==> config.mk <==
export PLATFORM = sky130hd
export DESIGN_NAME = mac_tdm
export DESIGN_NICKNAME = d
export VERILOG_FILES = /design/src/rtl/mac_tdm.sv
export SDC_FILE = /design/constraint.sdc
export NUM_CORES = 1
export LEC_CHECK = 0
export CORE_MARGIN = 2
export CORE_UTILIZATION = 66
export DETAILED_ROUTE_END_ITERATION = 10
export PLACE_DENSITY = 0.86
export REMOVE_ABC_BUFFERS = 1
export SLEW_MARGIN = 20
export SYNTH_ARGS = -nofsm -noshare
export SYNTH_HDL_FRONTEND = slang
export SYNTH_SLANG_ARGS = --single-unit
export TNS_END_PERCENT = 10
==> constraint.sdc <==
create_clock -name clk -period 8.46 [get_ports clk]
set_input_delay 1.692 -clock clk [delete_from_list [all_inputs] [get_ports clk]]
set_output_delay 1.692 -clock clk [all_outputs]
set_load 0.01 [all_outputs]
==> src/rtl/mac_tdm.sv <==
// Pipelined signed multiply-accumulate with per-channel TDM accumulators.
// Stages: A2/B2 -> M -> P (accumulate) -> output; fixed four-edge latency.
module mac_tdm #(
  parameter int WIDTH_A   = 8,
  parameter int WIDTH_B   = 8,
  parameter int NUM_CH    = 4,
  parameter int ACC_WIDTH = WIDTH_A + WIDTH_B + 8,
  localparam int CH_W     = (NUM_CH > 1) ? $clog2(NUM_CH) : 1
) (
  input  logic                 clk,
  input  logic                 rst,
  input  logic                 in_valid,
  input  logic [CH_W-1:0]      in_ch,
  input  logic                 in_mode,
  input  logic                 in_first,
  input  logic                 in_last,
  input  logic [WIDTH_A-1:0]   din_a,
  input  logic [WIDTH_B-1:0]   din_b,
  output logic                 out_valid,
  output logic [CH_W-1:0]      out_ch,
  output logic [ACC_WIDTH-1:0] dout_p,
  output logic                 out_ovf
);

  localparam int MW = WIDTH_A + WIDTH_B;
  localparam logic [CH_W:0] NCH = (CH_W+1)'(NUM_CH);

  logic                        s1_v;
  logic [CH_W-1:0]             s1_ch;
  logic                        s1_mode;
  logic                        s1_first;
  logic                        s1_last;
  logic signed [WIDTH_A-1:0]   s1_a;
  logic signed [WIDTH_B-1:0]   s1_b;

  logic                        s2_v;
  logic [CH_W-1:0]             s2_ch;
  logic                        s2_mode;
  logic                        s2_first;
  logic                        s2_last;
  logic signed [MW-1:0]        s2_m;

  logic                        p_v;
  logic [CH_W-1:0]             p_ch;
  logic                        p_ovf;
  logic signed [ACC_WIDTH-1:0] p_res;

  logic signed [ACC_WIDTH-1:0] acc [NUM_CH];
  logic                        ovf [NUM_CH];

  logic                        ch_ok;
  logic signed [ACC_WIDTH-1:0] acc_rd;
  logic                        ovf_rd;
  logic signed [ACC_WIDTH-1:0] m_ext;
  logic signed [ACC_WIDTH-1:0] sum;
  logic                        sov;
  logic                        acc_we;
  logic signed [ACC_WIDTH-1:0] acc_nx;
  logic                        ovf_nx;
  logic                        emit;
  logic signed [ACC_WIDTH-1:0] res;
  logic                        rovf;

  assign ch_ok = ({1'b0, in_ch} < NCH);

  always_ff @(posedge clk) begin
    s1_a  <= din_a;
    s1_b  <= din_b;
    s2_m  <= MW'(s1_a) * MW'(s1_b);
    p_res <= res;
  end

  always_ff @(posedge clk) begin
    if (rst) begin
      s1_v      <= 1'b0;
      s1_ch     <= '0;
      s1_mode   <= 1'b0;
      s1_first  <= 1'b0;
      s1_last   <= 1'b0;
      s2_v      <= 1'b0;
      s2_ch     <= '0;
      s2_mode   <= 1'b0;
      s2_first  <= 1'b0;
      s2_last   <= 1'b0;
      p_v       <= 1'b0;
      p_ch      <= '0;
      p_ovf     <= 1'b0;
      out_valid <= 1'b0;
      out_ch    <= '0;
      dout_p    <= '0;
      out_ovf   <= 1'b0;
    end else begin
      s1_v      <= in_valid && ch_ok;
      s1_ch     <= in_ch;
      s1_mode   <= in_mode;
      s1_first  <= in_first;
      s1_last   <= in_last;
      s2_v      <= s1_v;
      s2_ch     <= s1_ch;
      s2_mode   <= s1_mode;
      s2_first  <= s1_first;
      s2_last   <= s1_last;
      p_v       <= emit;
      p_ch      <= s2_ch;
      p_ovf     <= rovf;
      out_valid <= p_v;
      out_ch    <= p_ch;
      dout_p    <= p_res;
      out_ovf   <= p_ovf;
    end
  end

  // Same-cycle read of the value written at the previous edge: no bubbles.
  always_comb begin
    acc_rd = '0;
    ovf_rd = 1'b0;
    for (int i = 0; i < NUM_CH; i++) begin
      if (s2_ch == CH_W'(i)) begin
        acc_rd = acc[i];
        ovf_rd = ovf[i];
      end
    end
  end

  assign m_ext = ACC_WIDTH'(s2_m);
  assign sum   = acc_rd + m_ext;
  assign sov   = (acc_rd[ACC_WIDTH-1] == m_ext[ACC_WIDTH-1]) &&
                 (sum[ACC_WIDTH-1] != acc_rd[ACC_WIDTH-1]);

  always_comb begin
    acc_we = 1'b0;
    acc_nx = acc_rd;
    ovf_nx = ovf_rd;
    emit   = 1'b0;
    res    = m_ext;
    rovf   = 1'b0;
    unique case (1'b1)
      !s2_v: begin
      end
      s2_v && !s2_mode: begin
        emit = 1'b1;
      end
      s2_v && s2_mode && s2_first: begin
        acc_we = 1'b1;
        acc_nx = m_ext;
        ovf_nx = 1'b0;
        emit   = s2_last;
      end
      s2_v && s2_mode && !s2_first: begin
        acc_we = 1'b1;
        acc_nx = sum;
        ovf_nx = ovf_rd | sov;
        emit   = s2_last;
        res    = sum;
        rovf   = ovf_rd | sov;
      end
    endcase
  end

  always_ff @(posedge clk) begin
    if (rst) begin
      for (int i = 0; i < NUM_CH; i++) begin
        acc[i] <= '0;
        ovf[i] <= 1'b0;
      end
    end else if (acc_we) begin
      for (int i = 0; i < NUM_CH; i++) begin
        if (s2_ch == CH_W'(i)) begin
          acc[i] <= acc_nx;
          ovf[i] <= ovf_nx;
        end
      end
    end
  end

endmodule

# After elaboration in Yosys (flattened, before gate mapping)
# Memories as Yosys holds them, arrays and structs flattened.
# Index checks and enable logic that the tools add are counted.
# W data, S select, Z words.
[word_totals]
input_bits = 24
output_inout_bits = 28
ram_bits = 100
memories = 2
reg_bits = 100
word_cells = 89
[op_classes]
reduce_logical = 10
eq_ne = 5
multipliers = 1
n_bitwise = 10
addsub = 1
muxes = 39
[memory_table]
columns = ["name", "words", "width", "read_ports", "rd_clocked_by_memory_dff", "wr", "line", "rtl"]
rows = [
  ["acc", 4, 24, 4, 0, 4, "48", "logic signed [ACC_WIDTH-1:0] acc [NUM_CH];"],
  ["ovf", 4, 1, 4, 0, 4, "49", "logic ovf [NUM_CH];"],
]
[ops]
columns = ["operator", "n"]
rows = [
  ["$mux W24", 9],
  ["$pmux W24 S2", 1],
  ["$mux W1", 27],
  ["$add A24 B16 Y24", 1],
  ["$mul A8 B8 Y16", 1],
  ["$or A1 B1 Y1", 9],
  ["$logic_and A1 B1 Y1", 5],
  ["$eq A2 B2 Y1 const B", 2],
  ["$pmux W1 S2", 2],
  ["$reduce_or A2 Y1", 2],
  ["$eq A2 B1 Y1 const B", 1],
  ["$logic_not A1 Y1", 2],
  ["$logic_not A2 Y1", 1],
  ["$eq A1 B1 Y1", 1],
  ["$ne A1 B1 Y1", 1],
  ["$not A1 Y1", 1],
]

# Longest topological paths before layout
# Gate-level depths: netlist of run 1.
[depth]
word_depth = 11
mapped_depth = 18
depth_no_buf = 18

# Worst setup path after synthesis of run 1
# OpenSTA, ideal clock, no wires.
[synth_timing]
path_kind = "flip-flop to flip-flop"
startpoint = "register s2_ch[0]"
endpoint = "memory acc[0][23] (netlist name) (data pin)"
slack_ns = 4.137
setup_time_ns = 0.275
t_required_ns = 8.185
stages_incl_launch_ff = 15
synth_period_minus_slack_ns = 4.323
path_buffers = 4
arrival_ns = 4.049
cell_sequence = "dfxtp_1 clkbuf_1 buf_1 clkbuf_1 mux4_2 ha_1 a21o_1 a21o_1 a22o_1 o2111ai_2 and3_4 buf_2 nor3_1 a2111oi_0 o21ai_0"
[synth_lines]
columns = ["element", "line", "rtl"]
rows = [
  ["start: declaration", "37", "logic [CH_W-1:0] s2_ch;"],
  ["start signal: assignment", "99", "s2_ch <= s1_ch;"],
  ["end: declaration", "48", ""],
]

# Final worst setup path of run 1
[layout_timing]
startpoint = "register s1_a[7]"
endpoint = "register s2_m[14]"
[layout_via]
elab_chain_cells = 1
[layout_rtl]
columns = ["element", "line", "rtl"]
rows = [
  ["start: declaration", "33", "logic signed [WIDTH_A-1:0] s1_a;"],
  ["start signal: assignment", "67", "s1_a <= din_a;"],
  ["$mul A8 B8 Y16", "69", "s2_m <= MW'(s1_a) * MW'(s1_b);"],
  ["end signal: assignment", "69", ""],
  ["end: declaration", "41", "logic signed [MW-1:0] s2_m;"],
]
# Every way passes these cells.
# A chain may end at the register's enable or synchronous reset.

==> impl_results.md, run 1 <==
* Commonest non-fill, non-tap cells in the layout: nor2_1 (111), inv_1 (100), edfxtp_1 (100), dfxtp_1 (99), nand2_1 (93)
* Power Density at ~280 nW/um^2
* Reg2Reg Depth at 17
* Synth area leader: edfxtp_1
* Detail Route Antenna Nets at 0
* Hold depth at 1
* CTS tree: done
* Part of the power in combinational logic at roughly 40%
* Slew Viols, Final at 0
* Final Skew at 12.48 ps
* # diodes at 0
* Worst EP arrival at a little over 5000 ps
* Die height at 133.4 um
* CTS Sinks at 200
* Clock share of power at between 20 and 25%
* Grt total ovfl at 0
* Crit start category: flop
* Register area share after synthesis at approximately 45%
* Hold path start: p_res[18]
* Worst slew pin tran at 1061 ps
* Seq cells post-synth at 200
* FF-to-FF Start: s1_a[7]
* Final #Nets at 1,212
* Clk slew on worst S/H paths at around 70 ps
* I/O pins at 52
* Num CTS Buffers at 17
* Power, Total at around 3500 uW
* Top cell type's share of synthesized area at ~27%
* Setup TNS at 0 ps
* Final GP Congestion at between 0.9 and 1
* Initial Utilization at 67.07%
* Area Overhead vs Synth at 12.04%
* Post-synth EDFFs at 100
* Vias/cell at ~6
* Worst-Skew Late Latency at 440 ps
* Flop-to-flop setup slack at about 3800 ps
* Clock Path Buffers at 2
* Status: finished clean
* Main synth FF type: edfxtp_1
* Design Area, Final at 12,370 um^2
* Final min period at 4696 ps
* Crit path max fanout at 8
* Core box area at around 16,000 um^2
* Mapped cell area at around 11,000 um^2
* Vias in the first global route at roughly 8,000
* Crit end category: flop
* Die Wd at approximately 130 um
* First-pass GRT wire length at approximately 40,000 um
* Slew headroom at 29.01%
* CP Data Required Time at 8790 ps
* Row cnt at 47
* Max Cap Violations at 0
* Max frequency at about 210 MHz
* Root Driver: clkbuf_16
* DR vias at ~7,800
* Yosys cell types at a little under 60
* Gates resized, CTS repair at 0
* Synth Warn # at 0
* Worst r2r dst: s2_m[14]
* Final Hold Viols at 0
* RSZ-0062 raised after global routing: false
* Initial antenna violation count at 0
* Placed cell areas at between 10,000 and 15,000 um^2
* Int Power at approximately 2200 uW
* Residual DRC at 0
* Post-DP HPWL at around 16,000 um
* Post-synthesis async set-or-reset flop share at 0%
* DIE AREA at ~18,000 um^2
* Dominant cells by area after synthesis: edfxtp_1 (27%), dfxtp_1 (18%), fa_1 (10%), ha_1 (5.9%), mux4_2 (5.1%)
* Flop pwr share at between 30% and 40%
* CP Class: reg -> reg
* Largest net degree at the start of global routing at 47
* Layout cells sized above 1 at 7.228%
* Post-Syn Area per Cell at between 10 and 15 um^2
* Worst Hold Endpoint: dout_p[18]
* Leak at ~0.005 uW
* Post-CTS Hold Fix Bufs at 0
* Postcts setup bufs at 0
* Avg WL per Cell at around 18 um
* Peak VDD IR at roughly 0.29 mV
* Switch Pwr at ~1300 uW
* Final setup vio count at 0
* Filler Cell Count at between 1,000 and 1,500
* Commonest non-fill, non-tap cell in the layout: nor2_1
* H-tree Lvls at 4
* Detailed Route Iter0 Violations at 721
* Final worst path period share at between 50% and 60%
* Sw Ratio at a little over a third
* Mapped Cells at between 1,000 and 1,500
* WL final at ~24,000 um
* Port-buffer cells at 51
* All-Layer GR Usage at 28.89%
* Fin util at 75.15%
* Critical Path Source: s1_a[7]
* Drt pass-1 iters at 5
* Min-Delay Path Class: reg -> reg
## synthesized netlist by cell type (all sizes together) (30+ instances only)
library cell,instances
a21oi,41
dfxtp,100
fa,56
ha,52
nor2b,47
o21ai,38
nand2,93
edfxtp,100
and2,45
clkbuf,30
inv,100
nor2,111
## state kept, by name, summed over array words and instances (netlist names), 4 cells and up
name,count
dout_p,24
s1_a,8
p_res,24
s2_m,16
s1_b,8
acc,96
ovf,4
## worst max path at each step
stage,end,slack (ps),depth (start not counted)
after floorplan,ovf[2],4180,10
after CTS,s2_m[14],3810,17
after detailed placement,s2_m[14],3850,17
after global routing,s2_m[14],3370,17
after global placement,s2_m[14],4060,17
final,s2_m[14],3760,17
## layout make-up
| cell class | count | area (um^2) | share of cell area [%] |
|---|---|---|---|
| repair buffers | 59 | 565.5 | 4.570 |
| clock buffers | 18 | 429.2 | 3.468 |
| flip-flops and latches | 200 | 5006 | 40.45 |
| well taps | 220 | 275.3 | 2.224 |
| inverters | 100 | 375.4 | 3.033 |
| multi-input cells | 702 | 5533 | 44.71 |
| clock inverters | 14 | 190.2 | 1.537 |
## stage by stage
stage	setup WS [ps]	cells	hold WS, ps
final	3764	1313	433.2
after global routing	3367	1313	451.1
after global placement	4058	1281	417.1
after CTS	3811	1313	439.0
after floorplan	4181	1002	413.8
after detailed placement	3847	1281	422.0
## cell families after synthesis
kind of cell / share of synthesized area (%)
AND/OR/NAND/NOR: 17.23
multiplexers: 6.106
XOR/XNOR: 2.141
flip-flops: 45.32
buffers and inverters: 4.815
adder cells (fa/ha/maj): 16.04
AO/OA/AOI/OAI: 8.349
## critical path, cell delays in order (launching register included)
cell and delay [ps]:
dfxtp_1 450, and2_1 190, inv_1 60, fa_1 460
fa_1 510, inv_1 50, fa_1 520, inv_1 50
fa_1 470, inv_1 40, ha_1 310, o21ai_0 130
a21boi_0 270, o21ai_0 140, a21boi_0 270, o21ai_0 200
nor2b_1 200, o311ai_0 280
## metal layers
layer / track usage [%] / routed length (um) / up-vias
met4: 10.87 / 570 / 0
met5: 0 / 0 / -
li1: - / - / 3630
met2: 48.80 / 11930 / 337
met1: 37.72 / 9820 / 3786
met3: 5.061 / 1755 / 51
## power by group through the flow
stage | registers, uW | clock network, uW | logic [uW]
global placement | 1250 | 0 | 1310
floorplan | 1260 | 0 | 1010
CTS | 1240 | 859 | 1380
detailed placement | 1260 | 0 | 1350
finish | 1240 | 852 | 1390
global route | 1260 | 891 | 1560
Note: power is estimated with default switching activity, not from simulation.
==> run 2, diff against run 1 <==
--- a/config.mk
+++ b/config.mk
@@ -6,9 +6,9 @@
 export NUM_CORES = 1
 export LEC_CHECK = 0
 export CORE_MARGIN = 2
-export CORE_UTILIZATION = 66
+export CORE_UTILIZATION = 55
 export DETAILED_ROUTE_END_ITERATION = 10
-export PLACE_DENSITY = 0.86
+export PLACE_DENSITY = 0.77
 export REMOVE_ABC_BUFFERS = 1
 export SLEW_MARGIN = 20
 export SYNTH_ARGS = -nofsm -noshare
==> constraint.sdc (replaced) <==
create_clock -name clk -period 3.9 [get_ports clk]
set_input_delay 0.78 -clock clk [delete_from_list [all_inputs] [get_ports clk]]
set_output_delay 0.78 -clock clk [all_outputs]
set_load 0.01 [all_outputs]
==> impl_results.md, run 2 (synthesized netlist as in run 1, its figures left out) <==
* Max FFs per register at 96 (unchanged)
* Avg WL per Cell at 17.68 um (-3.6%)
* Leak at 0.005432 uW (+7.6%)
* Crit path max fanout at 5 (-3)
* Detailed Route Iter0 Violations at 571 (-21%)
* Min-Delay Path Class: reg -> reg
* Detail Route Antenna Nets at 0 (unchanged)
* Core box area at 19,590 um^2 (+19%)
* Final Skew at 12.77 ps (+0.2873 ps)
* Initial Utilization at 56.38% (-11 points)
* CTS tree: done
* Setup TNS at -1110 ps (-1110 ps)
* Clk slew on worst S/H paths at 70 ps (about the same)
* Final #Nets at 1,283 (+5.9%)
* Num CTS Buffers at 17 (unchanged)
* Status: finished with violations
* Commonest non-fill, non-tap cell in the layout: nor2_1
* Root Driver: clkbuf_16
* Placed instance count at 1,394 (+8.8%)
* Final worst path period share at 107.6% (+52 points)
* # diodes at 0 (unchanged)
* Die height at 145.7 um (+9.3%)
* Port-buffer cells at 51 (unchanged)
* Die Wd at 145.7 um (+9.3%)
* Reg2Reg Depth at 19 (+2)
* FF-to-FF Start: s1_b[2]
* Worst r2r dst: s2_m[12]
* Grt total ovfl at 0 (unchanged)
* Layout cells sized above 1 at 17.61% (+10 points)
* Max frequency at 238.3 MHz (+12%)
* Critical Path Source: s1_b[2]
* Final setup vio count at 5 (+5)
* Post-CTS Hold Fix Bufs at 0 (unchanged)
* Placed cell areas at 12,360 um^2 (+5.1%)
* Worst EP arrival at 4530 ps (-500 ps)
* Hold depth at 1 (unchanged)
* Top Registers: acc x96, dout_p x24, p_res x24
* Final min period at 4196 ps (-500.0 ps)
* Non-Filler Instances at 1,429 (+8.8%)
* Worst slew pin tran at 1064 ps (+3.166 ps)
* First-pass GRT wire length at 40,970 um (+3.0%)
* Vias in the first global route at 8,187 (+2.6%)
* Filler Cell Count at 1,485 (+37%)
* Slew headroom at 28.80% (-0.21 points)
* WL met3 at 1712 um (-2.5%)
* Highest Signal Layer: met4
* Commonest non-fill, non-tap cells in the layout: nor2_1 (110), edfxtp_1 (100), inv_1 (93), nand2_1 (91), dfxtp_1 (88)
* DR vias at 8,063 (+3.3%)
* H-tree Lvls at 4 (unchanged)
* Biggest register: acc
* Area Overhead vs Synth at 20.05%
* Drt pass-1 iters at 5 (unchanged)
* Met2 wire len at 12,480 um (+4.5%)
* CTS Sinks at 200 (unchanged)
* Peak VDD IR at 0.4944 mV (+68%)
* Design Area, Final at 13,260 um^2 (+7.1%)
* Max Cap Violations at 0 (unchanged)
* Worst-Skew Late Latency at 450 ps (about the same)
* Initial antenna violation count at 0 (unchanged)
* Final Hold Viols at 0 (unchanged)
* Post-DP HPWL at 17,610 um (+7.9%)
* WL final at 25,270 um (+4.9%)
* Crit start category: flop
* Crit path to: s2_m[12]
* Vias/cell at 5.642 (-5.1%)
* Failing checks: negative setup slack
* DIE AREA at 21,230 um^2 (+19%)
* CP Class: reg -> reg
* Final GP Congestion at 0.9428 (+4.1%)
* I/O pins at 52 (unchanged)
* Crit end category: flop
* Clock Path Buffers at 2 (unchanged)
* Slew Viols, Final at 0 (unchanged)
* RSZ-0062 raised after global routing: true
* Place WS at -580.3 ps (-4427 ps)
* All-Layer GR Usage at 24.25% (-4.6 points)
* Residual DRC at 0 (unchanged)
* Largest net degree at the start of global routing at 27 (-43%)
* CP Data Required Time at 4230 ps (-4560 ps)
* Detailed-route wire length on metal 1 at 10,500 um (+6.9%)
* Power Density at 629.2 nW/um^2 (+120%)
* Row cnt at 51 (+8.5%)
* Flop-to-flop setup slack at -300 ps (-4060 ps)
* Final worst-path setup slack at -295.8 ps (-4060 ps)
==> run 2: cell count changes in the layout (fill, tap and decap cells not counted), sizes merged <==
cell / previous run / this run
buf: 9 / 80
bufinv: 3 / 2
clkinvlp: 3 / 2
inv: 104 / 106
==> run 2: metrics by stage <==
stage | hold slack (ps) | total power, uW | utilization, %
2_1_floorplan | 413.8 | 4905 | -
3_3_place_gp | 417.7 | 5950 | 63.09
3_5_place_dp | 423.5 | 6046 | 63.09
4_1_cts | 439.7 | 7995 | 66.55
5_1_grt | 449.2 | 8873 | 67.68
6_report | 436.6 | 8342 | 67.68
==> run 2: repair_timing <==
item	in CTS	in global routing
setup endpoints to repair	7	23
pin swaps	12	29
setup buffers	2	2
resized for setup	24	63
gates cloned	0	0
==> run 2: worst min-delay path by stage <==
stage	start	to	slack, ps
2_1_floorplan	p_res[0]	dout_p[0]	410
3_3_place_gp	p_ch[0]	out_ch[0]	420
3_5_place_dp	p_res[2]	dout_p[2]	420
4_1_cts	p_res[15]	dout_p[15]	440
5_1_grt	p_res[12]	dout_p[12]	450
6_report	p_res[12]	dout_p[12]	440
==> run 2: power by group <==
| part | switching (uW) | leakage [uW] | internal, uW |
|---|---|---|---|
| combinational | 2020 | 0.00326 | 1830 |
| sequential | 133 | 0.00188 | 2530 |
| clock | 852 | 0.000295 | 979 |
==> run 2: cell type report <==
type / instances / area [um^2] / share of cell area [%]
Multi-Input combinational cell: 702 / 5742 / 43.30
Sequential cell: 200 / 5032 / 37.95
Timing Repair Buffer: 130 / 1159 / 8.738
Clock buffer: 18 / 429.2 / 3.237
Inverter: 100 / 377.9 / 2.850
Tap cell: 265 / 331.6 / 2.501
Clock inverter: 14 / 187.7 / 1.415
==> run 2: worst max-delay path, cell delays in order (launching register included) <==
cell	delay, ps
dfxtp_4	360
and2_4	140
fa_1	560
inv_2	50
fa_1	490
inv_1	60
fa_1	490
inv_1	60
fa_1	510
inv_2	50
ha_4	280
buf_4	110
o21ai_4	60
a21boi_4	180
o21ai_2	90
a21boi_2	170
o21ai_2	80
nor2b_4	130
buf_6	110
xnor2_1	110
==> run 2: routing by layer <==
metal / global-route usage (%) / up-vias
li1: - / 3783
met1: 31.62 / 3912
met2: 41.01 / 315
met3: 4.326 / 53
met4: 8.480 / 0
met5: 0 / -
==> run 3, diff against run 2 <==
--- a/config.mk
+++ b/config.mk
@@ -5,7 +5,6 @@
 export SDC_FILE = /design/constraint.sdc
 export NUM_CORES = 1
 export LEC_CHECK = 0
-export CORE_MARGIN = 2
 export CORE_UTILIZATION = 55
 export DETAILED_ROUTE_END_ITERATION = 10
 export PLACE_DENSITY = 0.77
==> impl_results.md, run 3 (synthesized netlist as in run 1, its figures left out) <==
* Top Registers: acc x96, dout_p x24, p_res x24
* Final Hold Viols at 0 (unchanged)
* Final setup vio count at 5 (unchanged)
* DR vias at 8,055 (-0.099%)
* Port-buffer cells at 51 (unchanged)
* Clk slew on worst S/H paths at 70 ps (about the same)
* I/O pins at 52 (unchanged)
* Avg WL per Cell at 17.82 um (+0.76%)
* Commonest non-fill, non-tap cells in the layout: nor2_1 (110), edfxtp_1 (100), nand2_1 (91), dfxtp_1 (88), inv_1 (87)
* CTS tree: done
* Initial Utilization at 56.38% (unchanged)
* Final Skew at 11.75 ps (-1.020 ps)
* CP Class: reg -> reg
* Vias/cell at 5.625 (-0.31%)
* RSZ-0062 raised after global routing: true
* Core box area at 19,590 um^2 (unchanged)
* Biggest register: acc
* Crit path max-delay family: adder cells
* Fin util at 67.87% (+0.19 points)
* Crit end category: flop
* CP Cell Sequence: buf_4 -> and2_1 -> fa_1 -> inv_1 -> fa_1 -> inv_1 -> fa_1 -> inv_1 -> fa_1 -> inv_2 -> ha_4 -> nand3_1 -> nand2_1 -> a41o_1 -> o41ai_2 -> xnor2_1
* Detailed Route Iter0 Violations at 668 (+17%)
* Initial antenna violation count at 0 (unchanged)
* Place WS at -601.3 ps (-20.93 ps)
* Design Area, Final at 13,300 um^2 (+0.27%)
* Worst-Skew Late Latency at 440 ps (about the same)
* Worst EP arrival at 4470 ps (-60 ps)
* Die Wd at 143.7 um (-1.4%)
* Slew headroom at 29.15% (+0.36 points)
* Num CTS Buffers at 17 (unchanged)
* Layout cells sized above 1 at 18.85% (+1.2 points)
* CP Data Required Time at 4260 ps (+30 ps)
* Max frequency at 242.7 MHz (+1.8%)
* Row cnt at 51 (unchanged)
* Grt total ovfl at 0 (unchanged)
* Placed cell areas at 12,350 um^2 (about the same)
* All-Layer GR Usage at 26.16% (+1.9 points)
* Detail Route Antenna Nets at 0 (unchanged)
* Slowest cell on the critical path: fa_1
* Placed instance count at 1,393 (-0.072%)
* WL final at 25,510 um (+0.97%)
* CTS Sinks at 200 (unchanged)
* Largest net degree at the start of global routing at 29 (+7.4%)
* Failing checks: negative setup slack
* Crit start category: flop
* Delay of the slowest cell on the worst path at 530 ps (-30 ps)
* Drt pass-1 iters at 5 (unchanged)
* Final #Nets at 1,286 (+0.23%)
* Post-DP HPWL at 17,390 um (-1.2%)
* Max FFs per register at 96 (unchanged)
* First-pass GRT wire length at 40,250 um (-1.7%)
* Post-CTS Hold Fix Bufs at 0 (unchanged)
* Final worst path period share at 105.6% (-1.9 points)
* Commonest non-fill, non-tap cell in the layout: nor2_1
* Final GP Congestion at 0.8849 (-6.1%)
* Power Density at 629.1 nW/um^2 (about the same)
* Residual DRC at 0 (unchanged)
* Final min period at 4120 ps (-76.04 ps)
* Non-Filler Instances at 1,432 (+0.21%)
* Vias in the first global route at 8,176 (-0.13%)
* Leak at 0.005446 uW (+0.26%)
* Final worst-path setup slack at -219.8 ps (+76.04 ps)
* Status: finished with violations
* Area Overhead vs Synth at 20.38%
* # diodes at 0 (unchanged)
* H-tree Lvls at 4 (unchanged)
* Die height at 143.7 um (-1.4%)
* Clock Path Buffers at 2 (unchanged)
* Root Driver: clkbuf_16
* Most Frequent Cell on Critical Path: fa_1
* Slew Viols, Final at 0 (unchanged)
* CP Buf/Inv Count at 5 (-1)
* Worst slew pin tran at 1059 ps (-5.342 ps)
* Crit path max fanout at 5 (unchanged)
* Peak VDD IR at 0.6510 mV (+32%)
* Min-Delay Path Class: reg -> reg
* DIE AREA at 20,650 um^2 (-2.7%)
* Max Cap Violations at 0 (unchanged)
==> run 3: changes by cell type in the layout (fill, tap and decap cells not counted), moves of 3 or more <==
| cell | before | now |
|---|---|---|
| inv_1 | 93 | 87 |
| ha_2 | 6 | 2 |
| and2_4 | 4 | 7 |
| inv_8 | 4 | 1 |
| and2_1 | 41 | 38 |
| clkinv_2 | 0 | 3 |
| inv_2 | 6 | 13 |
| ha_4 | 4 | 10 |
==> run 3: layout make-up <==
cell class                      instances  area [um^2]
Timing Repair Buffer                  133         1185
Sequential cell                       200         5027
Fill cell                            1476         6295
Tap cell                              265        331.6
Inverter                              100        375.4
Clock inverter                         12        110.1
Multi-Input combinational cell        702         5798
Clock buffer                           20        467.9
==> run 3: path summary, 6_finish.rpt <==
kind | from | endpoint | slack (ps) | depth (start not counted)
hold / removal | p_ovf | out_ovf | 440 | 1
setup reg to reg | s1_b[6] | s2_m[15] | -220 | 16
setup / recovery | s1_b[6] | s2_m[15] | -220 | 16
hold reg to reg | p_ovf | out_ovf | 440 | 1
==> run 3: routing by layer <==
layer / up-vias / routed length [um] / GRT usage (%)
met1: 3918 / 10630 / 32.68
met3: 58 / 1526 / 4.565
met4: 0 / 595 / 9.127
met2: 291 / 12760 / 45.63
met5: - / 0 / 0
li1: 3788 / - / -
==> run 3: through the flow <==
stage	hold slack [ps]	total power [uW]	TNS (ps)
floorplan	413.8	4905	-9650
global placement	417.5	5943	-1551
detailed placement	422.0	6052	-2394
CTS	439.3	8085	-801.7
global route	456.2	8877	-1328
finish	438.0	8363	-607.8
==> run 3: what timing repair did <==
| action | 4_1_cts | 5_1_grt |
|---|---|---|
| endpoints found under the setup margin | 6 | 20 |
| buffers inserted | 5 | 2 |
| pin swaps | 26 | 29 |
| resized for setup | 50 | 45 |
==> run 3: report_power, final <==
part | switching (uW) | internal (uW) | total, uW
logic | 2070 | 1880 | 3950
clock network | 807 | 945 | 1750
registers | 137 | 2530 | 2670
total | 3010 | 5350 | 8360
